**src/rtl/tinyml_source_common_reset_seq.sv**
```systemverilog
// ---------------------------------------------------------------------------
// tinyml_source_common_reset_seq
//
// Reset initiator for the vision pipeline. Collects reset causes (power-on,
// software request, watchdog expiry, PLL lock loss) and drives active-high
// asynchronous reset requests to NUM_DOMAIN clock domains. All domains are
// asserted together; release waits for a stable PLL lock and then frees the
// domains one by one, domain 0 first, STAGGER_CYCLE cycles apart.
//
// Ports:
//   i_clk         free-running reference clock (not PLL-derived)
//   i_arstn       asynchronous active-low reset, power-on cause
//   i_pll_locked  PLL lock, asynchronous to i_clk
//   i_sw_rst_req  software reset request, single-cycle pulse
//   i_wdt_expire  watchdog expiry, single-cycle pulse
//   o_arst        per-domain reset request, active-high
//   o_busy        high while any o_arst bit is asserted
//   o_rst_done    one-cycle pulse when the last domain is released
//   o_rst_cause   last cause: 00 POR, 01 software, 10 watchdog, 11 lock loss
//   o_dbg_state   current FSM state (ASSERT/WAIT_LOCK/RELEASE/RUN)
//
// Handshake note: there is no valid/ready traffic here; the cause inputs
// are level-sampled single-cycle pulses and every output is a register.
// ---------------------------------------------------------------------------
module tinyml_source_common_reset_seq #(
    parameter int NUM_DOMAIN    = 3,
    parameter int HOLD_CYCLE    = 16,
    parameter int STAGGER_CYCLE = 8,
    parameter int LOCK_FILTER   = 4
) (
    input  logic                  i_clk,
    input  logic                  i_arstn,
    input  logic                  i_pll_locked,
    input  logic                  i_sw_rst_req,
    input  logic                  i_wdt_expire,
    output logic [NUM_DOMAIN-1:0] o_arst,
    output logic                  o_busy,
    output logic                  o_rst_done,
    output logic [1:0]            o_rst_cause,
    output logic [1:0]            o_dbg_state
);

    localparam int HOLD_W = $clog2(HOLD_CYCLE + 1);
    localparam int FLT_W  = $clog2(LOCK_FILTER + 1);
    localparam int STG_W  = (STAGGER_CYCLE > 1) ? $clog2(STAGGER_CYCLE) : 1;
    localparam int IDX_W  = (NUM_DOMAIN > 1) ? $clog2(NUM_DOMAIN) : 1;

    localparam logic [HOLD_W-1:0]     HOLD_MAX = HOLD_W'(HOLD_CYCLE);
    localparam logic [FLT_W-1:0]      FLT_MAX  = FLT_W'(LOCK_FILTER);
    localparam logic [STG_W-1:0]      STG_MAX  = STG_W'(STAGGER_CYCLE - 1);
    localparam logic [IDX_W-1:0]      IDX_LAST = IDX_W'(NUM_DOMAIN - 1);
    localparam logic [NUM_DOMAIN-1:0] ONE      = NUM_DOMAIN'(1);
    localparam logic [NUM_DOMAIN-1:0] ALL      = {NUM_DOMAIN{1'b1}};

    localparam logic [1:0] CAUSE_POR  = 2'b00;
    localparam logic [1:0] CAUSE_SW   = 2'b01;
    localparam logic [1:0] CAUSE_WDT  = 2'b10;
    localparam logic [1:0] CAUSE_LOCK = 2'b11;

    typedef enum logic [1:0] {
        ST_ASSERT    = 2'd0,
        ST_WAIT_LOCK = 2'd1,
        ST_RELEASE   = 2'd2,
        ST_RUN       = 2'd3
    } state_t;

    state_t            state;
    logic [HOLD_W-1:0] hold_cnt;
    logic [STG_W-1:0]  stg_cnt;
    logic [IDX_W-1:0]  rel_idx;   // next domain to release

    // Lock synchronizer, previous-value flop for edge detection, filter.
    logic             lock_m;
    logic             lock_s;
    logic             lock_d;
    logic [FLT_W-1:0] lock_flt;

    always_ff @(posedge i_clk or negedge i_arstn) begin
        if (!i_arstn) begin
            lock_m   <= 1'b0;
            lock_s   <= 1'b0;
            lock_d   <= 1'b0;
            lock_flt <= '0;
        end else begin
            lock_m <= i_pll_locked;
            lock_s <= lock_m;
            lock_d <= lock_s;
            if (!lock_s)
                lock_flt <= '0;
            else if (lock_flt != FLT_MAX)
                lock_flt <= lock_flt + FLT_W'(1);
        end
    end

    logic       lock_ok;
    logic       lock_fall;
    logic       pulse_any;
    logic       run_any;
    logic [1:0] pulse_cause;
    logic [1:0] run_cause;

    // Lock loss only counts as a cause once the sequence has left the
    // assert/wait phase; before that it merely restarts the filter.
    assign lock_ok     = (lock_flt == FLT_MAX);
    assign lock_fall   = lock_d & ~lock_s;
    assign pulse_any   = i_sw_rst_req | i_wdt_expire;
    assign run_any     = pulse_any | lock_fall;
    assign pulse_cause = i_wdt_expire ? CAUSE_WDT : CAUSE_SW;
    assign run_cause   = lock_fall ? CAUSE_LOCK : pulse_cause;

    always_ff @(posedge i_clk or negedge i_arstn) begin
        if (!i_arstn) begin
            state       <= ST_ASSERT;
            hold_cnt    <= '0;
            stg_cnt     <= '0;
            rel_idx     <= '0;
            o_arst      <= ALL;
            o_busy      <= 1'b1;
            o_rst_done  <= 1'b0;
            o_rst_cause <= CAUSE_POR;
        end else begin
            o_rst_done <= 1'b0;
            case (state)
                ST_ASSERT: begin
                    if (pulse_any) begin
                        // A new pulse restarts the full hold time.
                        hold_cnt    <= '0;
                        o_rst_cause <= pulse_cause;
                    end else if (hold_cnt == HOLD_MAX) begin
                        if (lock_ok) begin
                            stg_cnt <= '0;
                            rel_idx <= IDX_W'(1);
                            o_arst  <= ~ONE;
                            if (NUM_DOMAIN == 1) begin
                                state      <= ST_RUN;
                                o_busy     <= 1'b0;
                                o_rst_done <= 1'b1;
                            end else begin
                                state <= ST_RELEASE;
                            end
                        end else begin
                            state <= ST_WAIT_LOCK;
                        end
                    end else begin
                        hold_cnt <= hold_cnt + HOLD_W'(1);
                    end
                end

                ST_WAIT_LOCK: begin
                    if (pulse_any) begin
                        state       <= ST_ASSERT;
                        hold_cnt    <= '0;
                        o_rst_cause <= pulse_cause;
                    end else if (lock_ok) begin
                        stg_cnt <= '0;
                        rel_idx <= IDX_W'(1);
                        o_arst  <= ~ONE;
                        if (NUM_DOMAIN == 1) begin
                            state      <= ST_RUN;
                            o_busy     <= 1'b0;
                            o_rst_done <= 1'b1;
                        end else begin
                            state <= ST_RELEASE;
                        end
                    end
                end

                ST_RELEASE: begin
                    if (run_any) begin
                        // Abandon the partial release and start over.
                        state       <= ST_ASSERT;
                        hold_cnt    <= '0;
                        stg_cnt     <= '0;
                        o_arst      <= ALL;
                        o_busy      <= 1'b1;
                        o_rst_cause <= run_cause;
                    end else if (stg_cnt == STG_MAX) begin
                        stg_cnt <= '0;
                        o_arst  <= o_arst & ~(ONE << rel_idx);
                        rel_idx <= rel_idx + IDX_W'(1);
                        if (rel_idx == IDX_LAST) begin
                            state      <= ST_RUN;
                            o_busy     <= 1'b0;
                            o_rst_done <= 1'b1;
                        end
                    end else begin
                        stg_cnt <= stg_cnt + STG_W'(1);
                    end
                end

                ST_RUN: begin
                    if (run_any) begin
                        state       <= ST_ASSERT;
                        hold_cnt    <= '0;
                        stg_cnt     <= '0;
                        o_arst      <= ALL;
                        o_busy      <= 1'b1;
                        o_rst_cause <= run_cause;
                    end
                end

                default: begin
                    state  <= ST_ASSERT;
                    o_arst <= ALL;
                    o_busy <= 1'b1;
                end
            endcase
        end
    end

    assign o_dbg_state = state;

endmodule
```
**config.mk**
```make
export PLATFORM = sky130hd
export DESIGN_NAME = tinyml_source_common_reset_seq
export DESIGN_NICKNAME = d
export VERILOG_FILES = /design/src/rtl/tinyml_source_common_reset_seq.sv
export SDC_FILE = /design/constraint.sdc
export NUM_CORES = 1
export LEC_CHECK = 0
export ABC_AREA = 1
export CAP_MARGIN = 30
export CORE_MARGIN = 2
export CORE_UTILIZATION = 50
export DETAILED_ROUTE_END_ITERATION = 10
export DONT_BUFFER_PORTS = 1
export SETUP_SLACK_MARGIN = 0.02
export SLEW_MARGIN = 10
export SYNTH_ARGS = -nofsm -noshare
export SYNTH_HDL_FRONTEND = slang
export SYNTH_SLANG_ARGS = --single-unit
```
**constraint.sdc**
```tcl
create_clock -name i_clk -period 1.8 [get_ports i_clk]
set_clock_uncertainty 0.2 [all_clocks]
set_input_delay 0.09 -clock i_clk [delete_from_list [all_inputs] [get_ports i_clk]]
set_output_delay 0.09 -clock i_clk [all_outputs]
set_load 0.03 [all_outputs]
```
==> metrics.txt <==
layout net count=roughly 200; Setup CP Type=reg2reg; HPWL after DPL=about 2000 um; most frequent cells in the layout=nand2_1 (46), dfrtp_1 (21), inv_1 (18), nand3_1 (18), o21ai_0 (10); core area=between 2000 and 3000 um^2; post-synthesis mux area share=0%; vias per cell=a little over 5; Post-Synth XOR/XNOR Area=under 10%; Seq/Total Area, Yosys=a little over two fifths; area share of fa/ha/maj cells after synthesis=about 7.8%; Period minus WS final=1.64 ns; first-pass GRT wire length=4670 um; complex-gate fraction of the synthesized area=roughly 7.1%; worst hold stages=1; largest net degree at the start of global routing=26; clock sink count=25; total power per unit cell area=around 660 nW/um^2; initial antenna violation count=0; FF+latch count, synth=25; launching element type of the critical path=register; H-Tree Depth=1; Overflow after GRT=0; I/O pin total=14; Design Power=1.06 mW; Finished Cell Area=approximately 1600 um^2; I/O Buffers=0; Arr. time, crit path=about 1.7 ns; Post-synth ARST share=between 90% and 100%; largest family of logic cells by synthesized area=simple AND/OR/NAND/NOR gates; # DRC=0; final wirelength=about 2600 um; Avg WL per Cell=~12 um; leakage power=around 0.84 nW; crit end category=register; number of diodes=0; Detailed Route Iter0 Violations=30; full die area=roughly 3300 um^2; DRT Pass-1 Iters=4; RePlAce Congestion=a little under 0.8; vias=~1100; TritonCTS clock tree=built; Max rail drop VDD=approximately 0.48 mV; RSZ-0062 raised after global routing=no; post-route insts no fill=217; max_slew headroom=74.0%; outcome=finished, final reports clean; Bufs on Longest Clock Path=2; setup TNS=0 ns; Initial Utilization=~53%; fin. max-slew vios=0; Hold Violations, Final=0; synthesized cell area=1440 um^2; Avg Cell Area, Syn=between 8 and 9 um^2; Synth Instances=170; number of synthesized flops with an enable pin=0; DRT antenna net count=0; Die W=57.6 um; Layout area overhead=12.7%; vias in the first global route=between 1000 and 1500; syn nets=~180; Clk Latency, worst-skew pair=~0.31 ns; worst slew pin tran=slightly below 0.4 ns; num rows=19; post-placement cell count=204; clk root buf=clkbuf_4; yosys synthesis warning count=0; total track usage=a little under a fifth; maximum clock frequency=610 MHz; required time of the critical path=between 1.5 and 2 ns; Crit Path Max Fanout=5; Crit. path cell count=11; simple-gate area share of the yosys netlist=between 30% and 40%; setup violators final=0; Tcrit/Tclk final=about 90%; share of cells above drive strength 1=about a fifth; clk slew on worst S/H paths=roughly 0.13 ns; Synth Flop Type=dfrtp_1; cell count of the worst reg-to-reg path=11; Critical Path Max Stage Delay=0.43 ns; critical path cell sequence=inv_2, ha_1, nand2_1, inv_1, nand2_2, nand2_2, nand2_2, nor2_4, nand2_2, nand2_1, nand2_1; Die Y=roughly 58 um; Num CTS Buffers=3; Cell Area, Placed=between 1000 and 1500 um^2; most common cell after layout, fill and taps aside=nand2_1; Hold Path Class=in2reg; slowest stage cell, crit path=dfrtp_1; CP bufs+invs=2; count of different cell masters after synthesis=25; # Max-Cap Violations=0; CP top delay family=simple AND/OR/NAND/NOR gates; Worst path most repeated cell=nand2_2
==> worst paths after layout <==
check                                         from                 endpoint  slack (ns)
min in group asynchronous                  i_arstn  lock_flt[0]$_DFFE_PN0P_        0.51
setup / recovery           hold_cnt[1]$_DFFE_PN0P_   stg_cnt[1]$_DFFE_PN0P_        0.16
hold reg to reg                   lock_m$_DFF_PN0_         lock_s$_DFF_PN0_        0.17
setup reg to reg           hold_cnt[1]$_DFFE_PN0P_   stg_cnt[1]$_DFFE_PN0P_        0.16
hold / removal                        i_pll_locked         lock_m$_DFF_PN0_        0.13
max in group asynchronous                  i_arstn    o_arst[2]$_DFFE_PN1P_        0.66
==> power by group <==
part	internal [mW]	switching, mW
Sequential	0.602	0.0398
Combinational	0.0680	0.104
Clock	0.0830	0.165
Total	0.753	0.308
==> cell families (layout without fill, tap and decap cells) <==
family | count (synthesis) | in the layout
AOI/OAI and AO/OA | 17 | 17
xor gates and xnor gates | 4 | 4
adders and majority gates | 9 | 9
buffers and inverters | 25 | 41
DFF | 25 | 25
and+or+nand+nor | 90 | 90
==> registers in the layout (all words and copies together), names as in the netlist <==
register and cells:
stg_cnt 3, o_rst_cause 2, o_arst 3, o_dbg_state 2, lock_flt 3, o_rst_done 1
rel_idx 2, lock_d 1, lock_m 1, o_busy 1, hold_cnt 5, lock_s 1
==> cells in the mapped netlist, drive strengths merged, types with 2 or more instances <==
master | count | area, um^2
nand2 | 57 | 249
inv | 23 | 86.3
dfrtp | 21 | 526
nand3 | 20 | 110
nor2 | 10 | 76.3
o21ai | 10 | 50.1
ha | 9 | 113
dfstp | 4 | 105
a21oi | 3 | 18.8
xor2 | 3 | 26.3
nand3b | 2 | 15.0
o22ai | 2 | 12.5
==> layer usage <==
layer / global-route usage [%] / wire length (um) / up-vias
met4: 6.98 / 16 / 0
met3: 2.27 / 63 / 2
li1: - / - / 568
met1: 25.6 / 1320 / 532
met5: 0 / 0 / -
met2: 28.4 / 1220 / 13
==> what timing repair did <==
action,CTS,global route
hold buffers,7,0
setup buffers,0,2
endpoints found under the setup margin,0,5
gates resized for setup,0,3
hold endpoints to repair,40,0
==> stage by stage <==
stage,utilization (%),hold WS (ns),worst slack (ns)
after floorplan,-,-0.406,0.257
after CTS,58.6,0.115,0.117
after global placement,54.6,-0.405,0.204
final,59.2,0.129,0.161
after detailed placement,54.6,-0.405,0.144
after global routing,59.2,0.104,0.0462
==> cell type report <==
| class | instances | area (um^2) |
|---|---|---|
| fill | 245 | 1110 |
| multi-input combinational | 120 | 707 |
| sequential | 25 | 631 |
| timing repair buffer | 13 | 125 |
| inverter | 24 | 90.1 |
| tap | 31 | 38.8 |
| clock buffer | 3 | 22.5 |
| clock inverter | 1 | 5.00 |
(Power assumes the default switching activity.)
